$ cat src/rtl/cam_cmd_tracker.sv
// Write-side manager for the command CAM: allocates free slots and deletes entries found by lookup.
// Optional duplicate rejection on alloc is enabled by defining CAM_TRACK_DUP_CHECK_EN.
module cam_cmd_tracker #(
  parameter int PROC_COUNT = 4,
  parameter int CMD_WIDTH  = 4,
  parameter int PID_W      = $clog2(PROC_COUNT),
  parameter int DATA_WIDTH = CMD_WIDTH + PID_W,
  parameter int ADDR_WIDTH = PID_W + 1,
  parameter int LOOKUP_LAT = 2
) (
  input  logic                  clk,
  input  logic                  rst_n,
  input  logic                  alloc_valid,
  output logic                  alloc_ready,
  input  logic [CMD_WIDTH-1:0]  alloc_cmd_id,
  input  logic [PID_W-1:0]      alloc_proc_id,
  output logic                  alloc_done,
  output logic                  alloc_err,
  output logic [ADDR_WIDTH-1:0] alloc_addr,
  input  logic                  rel_valid,
  output logic                  rel_ready,
  input  logic [CMD_WIDTH-1:0]  rel_cmd_id,
  input  logic [PID_W-1:0]      rel_proc_id,
  input  logic [1:0]            rel_mask,
  output logic                  rel_done,
  output logic                  rel_hit,
  output logic [ADDR_WIDTH:0]   count,
  output logic                  full,
  output logic                  empty,
  output logic [ADDR_WIDTH-1:0] cam_write_addr,
  output logic [DATA_WIDTH-1:0] cam_write_data,
  output logic                  cam_write_delete,
  output logic                  cam_write_enable,
  input  logic                  cam_write_busy,
  output logic [DATA_WIDTH-1:0] cam_compare_data,
  output logic [1:0]            cam_select_mask,
  input  logic                  cam_match,
  input  logic [ADDR_WIDTH-1:0] cam_match_addr
);

  localparam int DEPTH = 2 ** ADDR_WIDTH;
  localparam int CNT_W = (LOOKUP_LAT > 1) ? $clog2(LOOKUP_LAT) : 1;

`ifdef CAM_TRACK_DUP_CHECK_EN
  localparam logic DUP_EN = 1'b1;
`else
  localparam logic DUP_EN = 1'b0;
`endif

  localparam logic [2:0] S_IDLE     = 3'd0;
  localparam logic [2:0] S_LOOKUP   = 3'd1;
  localparam logic [2:0] S_WR_ISSUE = 3'd2;
  localparam logic [2:0] S_WR_WAIT  = 3'd3;
  localparam logic [2:0] S_DONE     = 3'd4;

  logic [2:0]            state_q, state_d;
  logic                  is_rel_q, is_rel_d;
  logic [DATA_WIDTH-1:0] key_q, key_d;
  logic [1:0]            mask_q, mask_d;
  logic [ADDR_WIDTH-1:0] addr_q, addr_d;
  logic                  del_q, del_d;
  logic                  hit_q, hit_d;
  logic                  err_q, err_d;
  logic [CNT_W-1:0]      lk_cnt_q, lk_cnt_d;
  logic                  wait_first_q, wait_first_d;
  logic [DEPTH-1:0]      free_q, free_d;
  logic [ADDR_WIDTH:0]   count_q, count_d;
  logic [ADDR_WIDTH-1:0] free_idx;

  always_comb begin
    free_idx = '0;
    for (int i = DEPTH - 1; i >= 0; i--) begin
      if (free_q[i]) free_idx = ADDR_WIDTH'(i);
    end
  end

  // NOTE: every variable gets its hold value first so no path through the case infers a latch.
  always_comb begin
    state_d      = state_q;
    is_rel_d     = is_rel_q;
    key_d        = key_q;
    mask_d       = mask_q;
    addr_d       = addr_q;
    del_d        = del_q;
    hit_d        = hit_q;
    err_d        = err_q;
    lk_cnt_d     = lk_cnt_q;
    wait_first_d = wait_first_q;
    free_d       = free_q;
    count_d      = count_q;
    case (state_q)
      S_IDLE: begin
        if (rel_valid) begin
          is_rel_d = 1'b1;
          key_d    = {rel_cmd_id, rel_proc_id};
          mask_d   = rel_mask;
          hit_d    = 1'b0;
          err_d    = 1'b0;
          lk_cnt_d = '0;
          state_d  = (rel_mask == 2'b00) ? S_DONE : S_LOOKUP;
        end else if (alloc_valid && !full) begin
          is_rel_d = 1'b0;
          key_d    = {alloc_cmd_id, alloc_proc_id};
          addr_d   = free_idx;
          del_d    = 1'b0;
          hit_d    = 1'b0;
          err_d    = 1'b0;
          lk_cnt_d = '0;
          if (DUP_EN) begin
            mask_d  = 2'b11;
            state_d = S_LOOKUP;
          end else begin
            state_d = S_WR_ISSUE;
          end
        end
      end
      S_LOOKUP: begin
        if (lk_cnt_q == CNT_W'(LOOKUP_LAT - 1)) begin
          if (cam_match) begin
            addr_d = cam_match_addr;
            if (is_rel_q) begin
              hit_d   = 1'b1;
              del_d   = 1'b1;
              state_d = S_WR_ISSUE;
            end else begin
              err_d   = 1'b1;
              state_d = S_DONE;
            end
          end else begin
            state_d = is_rel_q ? S_DONE : S_WR_ISSUE;
          end
        end else begin
          lk_cnt_d = lk_cnt_q + CNT_W'(1);
        end
      end
      S_WR_ISSUE: begin
        wait_first_d = 1'b1;
        state_d      = S_WR_WAIT;
      end
      S_WR_WAIT: begin
        // The CAM may raise busy one cycle after the enable, so the first cycle is not trusted.
        if (wait_first_q) begin
          wait_first_d = 1'b0;
        end else if (!cam_write_busy) begin
          if (del_q) begin
            free_d[addr_q] = 1'b1;
            if (!free_q[addr_q]) count_d = count_q - (ADDR_WIDTH + 1)'(1);
          end else begin
            free_d[addr_q] = 1'b0;
            if (free_q[addr_q]) count_d = count_q + (ADDR_WIDTH + 1)'(1);
          end
          state_d = S_DONE;
        end
      end
      S_DONE:  state_d = S_IDLE;
      default: state_d = S_IDLE;
    endcase
  end

  // NOTE: sequential state uses non-blocking assignments only, so every flop samples pre-edge values.
  // NOTE: the free bitmap is a handful of flops, not a RAM, so it is reset along with the CAM.
  always_ff @(posedge clk or negedge rst_n) begin
    if (!rst_n) begin
      state_q      <= S_IDLE;
      is_rel_q     <= 1'b0;
      key_q        <= '0;
      mask_q       <= 2'b00;
      addr_q       <= '0;
      del_q        <= 1'b0;
      hit_q        <= 1'b0;
      err_q        <= 1'b0;
      lk_cnt_q     <= '0;
      wait_first_q <= 1'b0;
      free_q       <= '1;
      count_q      <= '0;
    end else begin
      state_q      <= state_d;
      is_rel_q     <= is_rel_d;
      key_q        <= key_d;
      mask_q       <= mask_d;
      addr_q       <= addr_d;
      del_q        <= del_d;
      hit_q        <= hit_d;
      err_q        <= err_d;
      lk_cnt_q     <= lk_cnt_d;
      wait_first_q <= wait_first_d;
      free_q       <= free_d;
      count_q      <= count_d;
    end
  end

  assign count            = count_q;
  assign full             = (count_q == (ADDR_WIDTH + 1)'(DEPTH));
  assign empty            = (count_q == '0);
  assign rel_ready        = (state_q == S_IDLE);
  assign alloc_ready      = (state_q == S_IDLE) && !full && !rel_valid;
  assign alloc_done       = (state_q == S_DONE) && !is_rel_q;
  assign rel_done         = (state_q == S_DONE) && is_rel_q;
  assign alloc_err        = alloc_done && err_q;
  assign rel_hit          = rel_done && hit_q;
  assign alloc_addr       = addr_q;
  assign cam_write_enable = (state_q == S_WR_ISSUE);
  assign cam_write_addr   = addr_q;
  assign cam_write_data   = key_q;
  assign cam_write_delete = del_q;
  assign cam_compare_data = key_q;
  assign cam_select_mask  = mask_q;

endmodule

$ cat config.mk
export PLATFORM = sky130hd
export DESIGN_NAME = cam_cmd_tracker
export DESIGN_NICKNAME = d
export VERILOG_FILES = /design/src/rtl/cam_cmd_tracker.sv
export SDC_FILE = /design/constraint.sdc
export NUM_CORES = 1
export LEC_CHECK = 0
export BUFFER_PORTS_ARGS = -buffer_cell sky130_fd_sc_hd__buf_4
export CAP_MARGIN = 20
export CORE_ASPECT_RATIO = 0.6
export CORE_MARGIN = 4
export CORE_UTILIZATION = 40
export DETAILED_ROUTE_END_ITERATION = 10
export GPL_ROUTABILITY_DRIVEN = 0
export HOLD_SLACK_MARGIN = 0.02
export PLACE_DENSITY = 0.67
export SLEW_MARGIN = 20
export SYNTH_ARGS = -nofsm -noshare
export SYNTH_HDL_FRONTEND = slang
export SYNTH_SLANG_ARGS = --single-unit
$ cat constraint.sdc
create_clock -name clk -period 1.95 [get_ports clk]
set_input_delay 0.2925 -clock clk [delete_from_list [all_inputs] [get_ports clk]]
set_output_delay 0.2925 -clock clk [all_outputs]
set_load 0.05 [all_outputs]
Word-level counts from Yosys, hierarchy flattened:

Cells that the tools add are included.

* input port bits: 23
* logic and storage cells: 114
* bits in registers: 32
* output and inout port bits: 34

* mux-type cells: 49
* equal/unequal tests: 15
* $lt $le $gt $ge: 2
* $add $sub $neg: 3
* bitwise operators: 5
* reductions and logical operators: 28

Operator list (number)
* two-way mux 3 bit: 21
* AND reduction 5 bit: 4
* inequality test 2 bit (second input constant): 8
* two-way mux 1 bit: 13
* two-way mux 4 bit: 3
* two-way mux 6 bit: 2
* case mux 3 bit (4 select lines): 1
* case mux 1 bit (2 select lines): 5
* bitwise AND 8 bit: 1
* logical AND 1 bit: 8
* two-way mux 8 bit: 1
* inverter 8 bit: 1
* bitwise OR 8 bit: 1
* nonzero test 2 bit: 4
* == test 3 x 2 -> 1 bit (second input constant): 2
* case mux 3 bit (2 select lines): 1
* AND reduction 2 bit: 3
* AND reduction 6 bit: 1
* adder 4 x 1 -> 4 bit (second input constant): 1
* == test 4 bit (second input constant): 1
* zero test 4 bit: 1
* less-than comparator 3 x 4 -> 1 bit (second input constant): 1
* AND reduction 4 bit: 1
* subtractor 4 x 1 -> 4 bit (second input constant): 1
* 13 further kinds: 16

Logic depth before layout (Yosys ltp):

Gate-level depths: netlist of run 1.

* word-level depth: 11
* depth in mapped cells: 6

Worst setup path after synthesis of run 1:

No wires, ideal clock.

* kind: register to output
* start point: register count_q[3] (netlist: count[3])
* end point: output port alloc_ready
* cell stages (with the launch flop): 3
* required time: 1.657 ns
* slack: -1.524 ns
* buffers on the path: 0
* arrival: 3.182 ns
* cells stage by stage: dfrtp_1 > nor4b_1 > nor3_1

* longest elaborated chain between the ends: 4

RTL lines
* from (decl): RTL line 67 `logic [ADDR_WIDTH:0] count_q, count_d;`
* from (signal assigned): RTL line 188 `count_q <= count_d;`
* == test 4 bit: RTL line 193 `assign full = (count_q == (ADDR_WIDTH + 1)'(DEPTH));`
* via full: RTL line 28 `output logic full,`
* zero test 1 bit: RTL line 196 `assign alloc_ready = (state_q == S_IDLE) && !full && !rel_valid;`
* logical AND 1 bit (2 in series): RTL line 196
* to (decl): RTL line 14 `output logic alloc_ready,`

The timed path passes the listed nets, and every way through them passes these cells.

Worst setup path after layout of run 1:

* start point: register state_q[2]
* end point: output port alloc_ready

* longest elaborated chain between the ends: 3

RTL lines
* from (decl): RTL line 56 `logic [2:0] state_q, state_d;`
* from (signal assigned): RTL line 177 `state_q <= state_d;`
* zero test 3 bit: RTL line 196
* logical AND 1 bit (2 in series): RTL line 196

Every way passes these cells.

==> metrics.md, run 1 <==
| Metric | Value |
|---|---|
| Distinct cell type count after synthesis | `44` |
| Synth-to-layout area growth | `30.9%` |
| Fin area | `between 2000 and 2500 um^2` |
| CP peak stage delay | `between 0.4 and 0.5 ns` |
| FF-to-FF path depth | `5` |
| Post-DP HPWL | `around 3300 um` |
| Vias/cell | `between 4 and 5` |
| Async S/R FF share, synth | `100%` |
| Initial antenna violation count | `0` |
| Vias in the first global route | `~1400` |
| Fmax | `~520 MHz` |
| Peak supply drop | `between 0.8 and 0.9 mV` |
| Vias | `1489` |
| Critical-path cell list | `or3_4 > buf_4 > nor3_2 > buf_6` |
| Worst Hold Class | `input pin to flip-flop` |
| Post-route minimum period | `~1.9 ns` |
| Synth area leaders | `dfrtp_1, mux2_2, dfstp_2, buf_4, mux2i_1` |
| DRT Wirelength | `around 4300 um` |
| Final core occ | `54.4%` |
| Synthesized cell area | `approximately 1900 um^2` |
| CTS sink cnt | `32` |
| Crit. End Element | `output port` |
| Die extent in x | `97.1 um` |
| Post-CTS Repair Setup Buffers | `0` |
| Mean post-synth cell area | `between 10 and 15 um^2` |
| CTS tree | `built` |
| Critical path endpoint | `alloc_ready` |
| Post-synth EDFFs | `0` |
| Initial Utilization | `roughly 42%` |
| Commonest cells in the netlist | `dfrtp_1, mux2_2, nand2_1, nor2_1, buf_4` |
| Setup WS post-layout | `roughly 0.03 ns` |
| Pwr Density | `around 1700 nW/um^2` |
| CTS Root Cell | `clkbuf_8` |
| Remaining global-route overflow | `0` |
| H-tree Lvls | `2` |
| Hold Worst Slack | `~0.26 ns` |
| Synth Warn # | `0` |
| Worst skew pair latency | `0.28 ns` |
| Layout cell share with drive strength beyond 1 | `a little over half` |
| Iteration-0 DRC count of the detailed router | `60` |
| LEAKAGE | `1.14 nW` |
| Synth Flop Type | `dfrtp_1` |
| Crit path DAT | `around 1.6 ns` |
| WL/cell | `14.5 um` |
| DRT Pass-1 Iters | `4` |
| Synth top area share | `a little under a third` |
| Max-slew violations | `0` |
| Hold Vio Cnt, Final | `0` |
| Pre-CTS setup slack | `about 0.082 ns` |
| Register area share after synthesis | `a little over two fifths` |
| Slew HR | `between 70% and 80%` |
| Die area | `~6000 um^2` |
| Synthesized Nets | `around 210` |
| Core Region | `between 4000 and 5000 um^2` |
| DRC viols | `0` |
| Crit path launch type | `flip-flop` |
| Placement Cell Area | `~2400 um^2` |
| Clock Path Buffers | `2` |
| Worst reg2reg path endpoint | `count[2]` |
| Top Ports | `57` |
| Clock Pin Slew Worst Setup and Hold Paths | `approximately 0.060 ns` |
| Die Y-Extent | `slightly above 60 um` |
| CP required | `1.66 ns` |
| Clock skew | `between 0.004 and 0.005 ns` |
| CTS Buf Count | `5` |
| Worst Max-Slew Pin Slew | `between 0.4 and 0.5 ns` |
| Antenna-violating nets left | `0` |
| R2R setup slack | `0.09 ns` |
| Maximum fanout along the worst path | `10` |
| Critical Path Start | `state_q[2]` |
| Crit share post-route | `between 90% and 100%` |
| Global Route Usage Sum | `between 10% and 20%` |
| # setup viols final | `0` |
| Count leader, synth | `dfrtp_1` |
| Rows | `19` |
| Status | `completed` |
| CP max stage cell | `dfrtp_2` |
| Final-stage net count | `~260` |
| Post-Syn Instances | `~180` |
| Critical R2R Launch | `alloc_addr[0]` |
| First-pass GRT wire length | `7110 um` |
| Synth area leader | `dfrtp_1` |
| Largest net degree at the start of global routing | `33` |
| IO buf count | `56` |
| # diodes | `0` |
| Seq cells post-synth | `32` |
| Max Cap Viol | `0` |
| Critical path type | `flip-flop to output port` |
==> power by group <==
part           switching (mW)  leakage, nW  internal (mW)  total, mW
Clock                   0.243       0.0515          0.322      0.565
Sequential              0.283        0.364          0.928       1.21
Combinational            1.61        0.724          0.960       2.57
Total                    2.14         1.14           2.21       4.35
==> cell usage in the layout, fill, tap and decap left out, types with 4 or more instances in the layout <==
cell	instances
mux2i_1	6
a21oi_1	6
nor2_1	11
nand2_1	11
mux2_2	23
nor3_1	6
dfstp_2	8
inv_1	8
o22ai_1	4
dfrtp_1	15
buf_4	63
dfrtp_2	9
o21ai_0	6
clkbuf_8	7
==> layout make-up <==
class / instances / area [um^2]
inverter: 8 / 30.0
multi-input combinational: 123 / 970
tap: 63 / 78.8
clock buffer: 8 / 100
fill: 417 / 2090
sequential: 32 / 822
timing repair buffer: 65 / 494
==> worst min path at each step <==
stage | startpoint | slack, ns | depth (start not counted) | end
2_1_floorplan | rst_n | -0.003 | 0 | alloc_addr[0]
3_3_place_gp | rst_n | 0.26 | 1 | count[0]
3_5_place_dp | rst_n | 0.26 | 1 | hit_q
4_1_cts | rel_mask[1] | 0.25 | 2 | cam_select_mask[1]
5_1_grt | rel_mask[1] | 0.26 | 2 | cam_select_mask[1]
6_report | rel_mask[1] | 0.26 | 2 | cam_select_mask[1]
==> what timing repair did <==
action | CTS | global route
gates resized for setup | 0 | 7
hold endpoints to repair | 24 | 0
hold buffers | 1 | 0
setup endpoints to repair | 0 | 8
==> worst max-delay path: cells and delay by family, from the launching register on <==
kind	cells	cell delay, ns
DFF	1	0.48
buffers and inverters	2	0.34
and+or+nand+nor	2	0.53
==> layer usage <==
metal  track usage (%)  up-vias  part of all wire, %
li1                  -      742                    -
met1              23.7      696                   53
met3              5.32        2                  8.4
met5                 0        -                    0
met4              3.00        0                 0.30
met2              19.6       49                   38
==> per-stage QoR <==
stage,TNS (ns),instances,power [mW]
3_5_place_dp,0,290,3.77
3_3_place_gp,0,290,3.75
6_report,0,299,4.35
2_1_floorplan,-2.41,182,3.18
4_1_cts,0,299,4.34
5_1_grt,-0.0121,299,4.64
==> kinds of logic after synthesis <==
logic type               count (synthesis)  share of synthesized area [%]
XOR/XNOR                                 5                           2.30
adder cells (fa/ha/maj)                  3                           2.36
multiplexers                            31                           18.7
AND/OR/NAND/NOR                         55                           15.2
flip-flops                              32                           42.5
AO/OA/AOI/OAI                           29                           9.72
buffers and inverters                   27                           9.13
(Power assumes the default switching activity.)
==> inputs of run 2 (changes only) <==
--- a/config.mk
+++ b/config.mk
@@ -7,5 +7,4 @@
 export LEC_CHECK = 0
 export BUFFER_PORTS_ARGS = -buffer_cell sky130_fd_sc_hd__buf_4
-export CAP_MARGIN = 20
 export CORE_ASPECT_RATIO = 0.6
 export CORE_MARGIN = 4
==> constraint.sdc (replaced) <==
create_clock -name clk -period 1.95 [get_ports clk]
set_input_delay 0.2925 -clock clk [delete_from_list [all_inputs] [get_ports clk]]
set_output_delay 0.2925 -clock clk [all_outputs]
set_load 0.01 [all_outputs]
==> run 2 against run 1 <==
Hold slack got worse by 0.0055 ns. Total power decreased by 21%. Clock-buffer cell count unchanged. Global-route usage up 0.47 points. First-iteration DRC count rose by 40%. Final cell count is 2.0% higher. Sequential cell count stayed put. Largest power group unchanged.
==> metrics.md, run 2 (synthesized netlist as in run 1, its figures left out) <==
| Metric | Value |
|---|---|
| CTS Root Cell | `clkbuf_8 (unchanged)` |
| Final-stage net count | `267 (was 261)` |
| Top Ports | `57 (unchanged)` |
| Fmax | `531 MHz (was 521 MHz)` |
| CTS sink cnt | `32 (unchanged)` |
| Remaining global-route overflow | `0 (unchanged)` |
| Layout cell share with drive strength beyond 1 | `48.3% (was 54.2%)` |
| IO buf count | `56 (unchanged)` |
| DP Cell Count | `296 (was 290)` |
| CP required | `2.12 ns (was 1.66 ns)` |
| Worst Max-Slew Pin Slew | `0.411 ns (was 0.408 ns)` |
| Die area | `5970 um^2 (unchanged)` |
| Crit share post-route | `96.5% (was 98.4%)` |
| CTS tree | `built (unchanged)` |
| DRC viols | `0 (unchanged)` |
| Post-route minimum period | `1.88 ns (was 1.92 ns)` |
| H-tree Lvls | `2 (unchanged)` |
| Sw frac | `37.3% (was 49.1%)` |
| Worst Hold Class | `input pin to flip-flop (unchanged)` |
| Combinational Power Share | `51.9% (was 59.1%)` |
| Antenna-violating nets left | `0 (unchanged)` |
| Clock Pin Slew Worst Setup and Hold Paths | `0.07 ns (was 0.06 ns)` |
| Placement Cell Area | `2370 um^2 (was 2360 um^2)` |
| Global Route Usage Sum | `15.6% (was 15.2%)` |
| Crit path launch type | `flip-flop (unchanged)` |
| Initial Utilization | `41.5% (unchanged)` |
| Vias in the first global route | `1443 (was 1391)` |
| Max Cap Viol | `0 (unchanged)` |
| Status | `completed (unchanged)` |
| RSZ-0062 raised after global routing | `no` |
| Seq pwr share | `32.8% (was 27.9%)` |
| Synth-to-layout area growth | `29.7% (was 30.9%)` |
| CTS Buf Count | `5 (unchanged)` |
| First-pass GRT wire length | `7220 um (was 7110 um)` |
| Maximum fanout along the worst path | `6 (was 10)` |
| Slew HR | `72.6% (was 72.8%)` |
| Initial antenna violation count | `0 (unchanged)` |
| Internal power | `2.15 mW (was 2.21 mW)` |
| Vias/cell | `5.06 (was 4.98)` |
| Clock skew | `0.00399 ns (was 0.00411 ns)` |
| Max-slew violations | `0 (unchanged)` |
| Post-DP HPWL | `3310 um (was 3300 um)` |
| DRT Pass-1 Iters | `4 (unchanged)` |
| # diodes | `0 (unchanged)` |
| Crit. End Element | `flip-flop (was output port)` |
| Pwr Density | `1390 nW/um^2 (was 1740 nW/um^2)` |
| P_sw | `1.28 mW (was 2.14 mW)` |
| Peak supply drop | `0.603 mV (was 0.850 mV)` |
| Hold Vio Cnt, Final | `0 (unchanged)` |
| Commonest non-fill, non-tap cell in the layout | `buf_4 (unchanged)` |
| Iteration-0 DRC count of the detailed router | `84 (was 60)` |
| Critical path type | `flip-flop to flip-flop (was flip-flop to output port)` |
| Pre-CTS setup slack | `0.0617 ns (was 0.0824 ns)` |
| LEAKAGE | `1.16 nW (was 1.14 nW)` |
| Setup WS post-layout | `0.0677 ns (was 0.0307 ns)` |
| WL/cell | `14.0 um (was 14.5 um)` |
| Die extent in x | `97.1 um (unchanged)` |
| Post-CTS Repair Setup Buffers | `0 (unchanged)` |
| Core Region | `4590 um^2 (unchanged)` |
| DRT Wirelength | `4290 um (was 4340 um)` |
| Commonest non-fill, non-tap cells in the layout | `buf_4, mux2_2, dfrtp_1 (unchanged)` |
| Final Non-Filler Cells | `305 (was 299)` |
| Vias | `1544 (was 1489)` |
| Largest net degree at the start of global routing | `33 (unchanged)` |
| Rows | `19 (unchanged)` |
| Setup TNS | `0 ns (unchanged)` |
| Worst skew pair latency | `0.28 ns (about the same)` |
| Fin area | `2470 um^2 (was 2490 um^2)` |
| Die Y-Extent | `61.5 um (unchanged)` |
| # setup viols final | `0 (unchanged)` |
| Total power | `3.43 mW (was 4.35 mW)` |
| Clock Path Buffers | `2 (unchanged)` |
| Clock power frac | `15.3% (was 13.0%)` |
| Crit path DAT | `2.05 ns (was 1.63 ns)` |
run 2: cell types whose count changed in the layout (fill, tap and decap cells not counted), moves of 2 or more:
cell,previous run,this run
buf_4,63,70
dfrtp_1,15,23
dfrtp_2,9,1
nor2_2,2,0
run 2: power groups by stage:
stage,registers (mW),clock network (mW),logic [mW]
global route,1.16,0.574,1.98
floorplan,1.14,0,1.17
detailed placement,1.13,0,1.77
CTS,1.12,0.547,1.78
global placement,1.13,0,1.76
finish,1.12,0.525,1.78
run 2: area by class of cell:
cell class,count,area [um^2]
Clock buffer,8,90.1
Fill cell,418,2120
Inverter,8,30.0
Multi-Input combinational cell,123,926
Sequential cell,32,812
Tap cell,63,78.8
Timing Repair Buffer,71,536
run 2: path summary, 6_finish.rpt:
| check | from | end | slack (ns) | depth (start not counted) |
|---|---|---|---|---|
| max | state_q[0] | alloc_addr[2] | 0.07 | 4 |
| min | rel_mask[1] | cam_select_mask[1] | 0.25 | 2 |
| max reg2reg | state_q[0] | alloc_addr[2] | 0.07 | 4 |
| min reg2reg | wait_first_q | wait_first_q | 0.50 | 1 |
| max in group asynchronous | rst_n | asynchronous set/reset pin | 1.13 | 2 |
| min in group asynchronous | rst_n | count[1] | 0.49 | 2 |
run 2: critical path: stages (launching register included):
cell     delay [ns]
dfrtp_1        0.37
or3_1          0.50
or3_1          0.41
nand2_1        0.14
mux2_2         0.35
run 2: stage by stage:
step,util (%),hold slack [ns]
3_5_place_dp,51.6,0.257
6_report,53.9,0.252
5_1_grt,53.9,0.243
3_3_place_gp,51.6,0.255
4_1_cts,53.7,0.244
2_1_floorplan,-,-0.00309
run 2: timing repair:
| action | CTS | global route |
|---|---|---|
| hold endpoints to repair | 24 | 0 |
| setup endpoints to repair | 0 | 7 |
| resized for setup | 0 | 2 |
| hold buffers | 1 | 0 |
run 2: layer usage:
metal	share of wire (%)	track usage, %
met5	0	0
met4	1.2	5.40
met3	8.8	6.00
met2	37	20.7
met1	53	23.0
==> inputs of run 3 (changes only) <==
PLACE_DENSITY = default   (was 0.67)
clock period = 2.2 ns   (was 1.95 ns; I/O delays follow)
==> run 3 against run 2 <==
Total power fell by 14%. Die area did not move. Register-to-register slack improved by 0.17 ns. Clock-buffer cell count did not move. Via count fell by 4.9%. Critical endpoint is now alloc_addr[1]. Largest cell class unchanged. Largest power group unchanged.
==> metrics.md, run 3 (synthesized netlist as in run 1, its figures left out) <==
| Metric | Value |
|---|---|
| Max-slew violations | `0 (unchanged)` |
| Maximum fanout along the worst path | `12 (was 6)` |
| HP Start | `rel_mask[1] (unchanged)` |
| Seq pwr share | `36.2% (was 32.8%)` |
| Busiest layer in global routing | `met1 (unchanged)` |
| Critical path endpoint | `alloc_addr[1] (was alloc_addr[2])` |
| Crit. End Element | `flip-flop (unchanged)` |
| Fin area | `2400 um^2 (was 2470 um^2)` |
| Layout cell share with drive strength beyond 1 | `45.9% (was 48.3%)` |
| Fmax | `509 MHz (was 531 MHz)` |
| Max Cap Viol | `0 (unchanged)` |
| Post-CTS Repair Setup Buffers | `0 (unchanged)` |
| Critical path type | `flip-flop to flip-flop (unchanged)` |
| Status | `completed (unchanged)` |
| Worst reg2reg path endpoint | `alloc_addr[1] (was alloc_addr[2])` |
| Iteration-0 DRC count of the detailed router | `48 (was 84)` |
| Worst Path Buf+Inv | `0 (unchanged)` |
| Sw frac | `38.0% (was 37.3%)` |
| Rows | `19 (unchanged)` |
| Critical R2R Launch | `state_q[1] (was state_q[0])` |
| Clock Pin Slew Worst Setup and Hold Paths | `0.06 ns (was 0.07 ns)` |
| Synth-to-layout area growth | `25.9% (was 29.7%)` |
| Vias in the first global route | `1424 (was 1443)` |
| Peak supply drop | `0.618 mV (was 0.603 mV)` |
| CP peak stage delay | `0.48 ns (was 0.50 ns)` |
| DRT Pass-1 Iters | `4 (unchanged)` |
| Worst Max-Slew Pin Slew | `0.470 ns (was 0.411 ns)` |
| Post-route minimum period | `1.97 ns (was 1.88 ns)` |
| Crit path DAT | `2.13 ns (was 2.05 ns)` |
| Remaining global-route overflow | `0 (unchanged)` |
| CTS Root Cell | `clkbuf_8 (unchanged)` |
| Worst path most repeated cell | `or3_1 (unchanged)` |
| Final core occ | `52.3% (was 53.9%)` |
| CP required | `2.37 ns (was 2.12 ns)` |
| H-tree Lvls | `2 (unchanged)` |
| Hold Vio Cnt, Final | `0 (unchanged)` |
| CP delay by family, top | `simple AND/OR/NAND/NOR gates (unchanged)` |
| Final-stage net count | `258 (was 267)` |
| Initial antenna violation count | `0 (unchanged)` |
| Post-DP HPWL | `3290 um (was 3310 um)` |
| WL/cell | `14.7 um (was 14.0 um)` |
| Commonest non-fill, non-tap cell in the layout | `buf_4 (unchanged)` |
| LEAKAGE | `1.12 nW (was 1.16 nW)` |
| Crit path launch type | `flip-flop (unchanged)` |
| Crit share post-route | `89.3% (was 96.5%)` |
| DRT Wirelength | `4340 um (was 4290 um)` |
| Fill cell count | `433 (was 418)` |
| CTS Buf Count | `5 (unchanged)` |
| RSZ-0062 raised after global routing | `no (unchanged)` |
| CP max stage cell | `dfrtp_1 (was or3_1)` |
| Global Route Usage Sum | `15.4% (was 15.6%)` |
| Vias/cell | `4.96 (was 5.06)` |
| Setup TNS | `0 ns (unchanged)` |
| Resized Gates After CTS | `0 (unchanged)` |
| P_sw | `1.12 mW (was 1.28 mW)` |
| IO buf count | `56 (unchanged)` |
| Top Ports | `57 (unchanged)` |
| CTS sink cnt | `32 (unchanged)` |
| Die extent in x | `97.1 um (unchanged)` |
| CTS tree | `built (unchanged)` |
| CP Depth | `4 (unchanged)` |
| DRC viols | `0 (unchanged)` |
| M3 GR Usage | `4.86% (was 6.00%)` |
| # setup viols final | `0 (unchanged)` |
| # diodes | `0 (unchanged)` |
| Met1 Usage GRT | `22.8% (was 23.0%)` |
| Combinational Power Share | `48.1% (was 51.9%)` |
| Critical Path Start | `state_q[1] (was state_q[0])` |
| Die Y-Extent | `61.5 um (unchanged)` |
| Vias | `1469 (was 1544)` |
| Worst skew pair latency | `0.28 ns (about the same)` |
| Clock Path Buffers | `2 (unchanged)` |
| Worst Hold Class | `input pin to flip-flop (unchanged)` |
| Slew HR | `68.6% (was 72.6%)` |
| First-pass GRT wire length | `7180 um (was 7220 um)` |
| Critical-path cell list | `or3_1 > or3_1 > nand2_1 > mux2_2 (unchanged)` |
| Initial Utilization | `41.5% (unchanged)` |
| Clock skew | `0.00192 ns (was 0.00399 ns)` |
| Internal power | `1.83 mW (was 2.15 mW)` |
| Core Region | `4590 um^2 (unchanged)` |
| R2R setup slack | `0.23 ns (was 0.07 ns)` |
| Met2 Usage GRT | `21.7% (was 20.7%)` |
| Placement Cell Area | `2300 um^2 (was 2370 um^2)` |
| Commonest non-fill, non-tap cells in the layout | `buf_4, dfrtp_1, mux2_2 (was buf_4, mux2_2, dfrtp_1)` |
| Clock power frac | `15.7% (was 15.3%)` |
| Pwr Density | `1230 nW/um^2 (was 1390 nW/um^2)` |
| Die area | `5970 um^2 (unchanged)` |
| Antenna-violating nets left | `0 (unchanged)` |
| FF-to-FF path depth | `4 (unchanged)` |
| Largest net degree at the start of global routing | `33 (unchanged)` |
==> run 3: changes by cell type in the layout (fill, tap and decap cells not counted) <==
| cell | change |
|---|---|
| buf_4 | -9 |
| dfrtp_1 | +1 |
| dfrtp_2 | -1 |
| nor2_4 | -1 |
| nor2_2 | +1 |
==> run 3: layer usage <==
metal / vias to the layer above / wire, um
met5: - / 0
met4: 0 / 36
met3: 5 / 242
met2: 45 / 1730
met1: 685 / 2330
li1: 734 / -
==> run 3: area by class of cell <==
| class | instances | area, um^2 | share of cell area (%) |
|---|---|---|---|
| clock buffers | 8 | 90.1 | 3.76 |
| inverters | 8 | 30.0 | 1.25 |
| multi-input cells | 123 | 921 | 38.4 |
| flip-flops and latches | 32 | 811 | 33.8 |
| well taps | 63 | 78.8 | 3.29 |
| repair buffers | 62 | 468 | 19.5 |
==> run 3: stage by stage <==
stage               instances  power, mW  worst slack [ns]  hold slack (ns)
finish                    296       2.95             0.235            0.295
global route              296       3.20            0.0965            0.290
CTS                       296       2.97             0.237            0.289
detailed placement        287       2.50             0.254            0.296
global placement          287       2.48             0.296            0.298
floorplan                 182       2.05             0.275           0.0344
==> run 3: worst min-delay path by stage <==
stage / cells past startpoint / slack [ns] / to
global route: 2 / 0.29 / cam_select_mask[0]
global placement: 1 / 0.30 / cam_compare_data[3]
finish: 2 / 0.30 / cam_select_mask[1]
detailed placement: 1 / 0.30 / cam_compare_data[3]
floorplan: 0 / 0.03 / alloc_addr[0]
CTS: 2 / 0.29 / cam_select_mask[1]
==> run 3: power groups by stage <==
| stage | registers [mW] | logic (mW) | clock network [mW] |
|---|---|---|---|
| after floorplan | 1.01 | 1.04 | 0 |
| after global placement | 1.07 | 1.42 | 0 |
| after detailed placement | 1.07 | 1.43 | 0 |
| after CTS | 1.06 | 1.43 | 0.477 |
| after global routing | 1.11 | 1.58 | 0.507 |
| final | 1.07 | 1.42 | 0.464 |
==> run 3: repair_timing <==
item / CTS / global route
setup endpoints to repair: 0 / 0
hold buffers: 1 / 0
hold endpoints to repair: 24 / 0
==> run 3: worst register-to-register path: cells and delay by family (launching register included) <==
kind             cells  cell delay (ns)
AND/OR/NAND/NOR      3             1.04
flip-flops           1             0.48
multiplexers         1             0.34
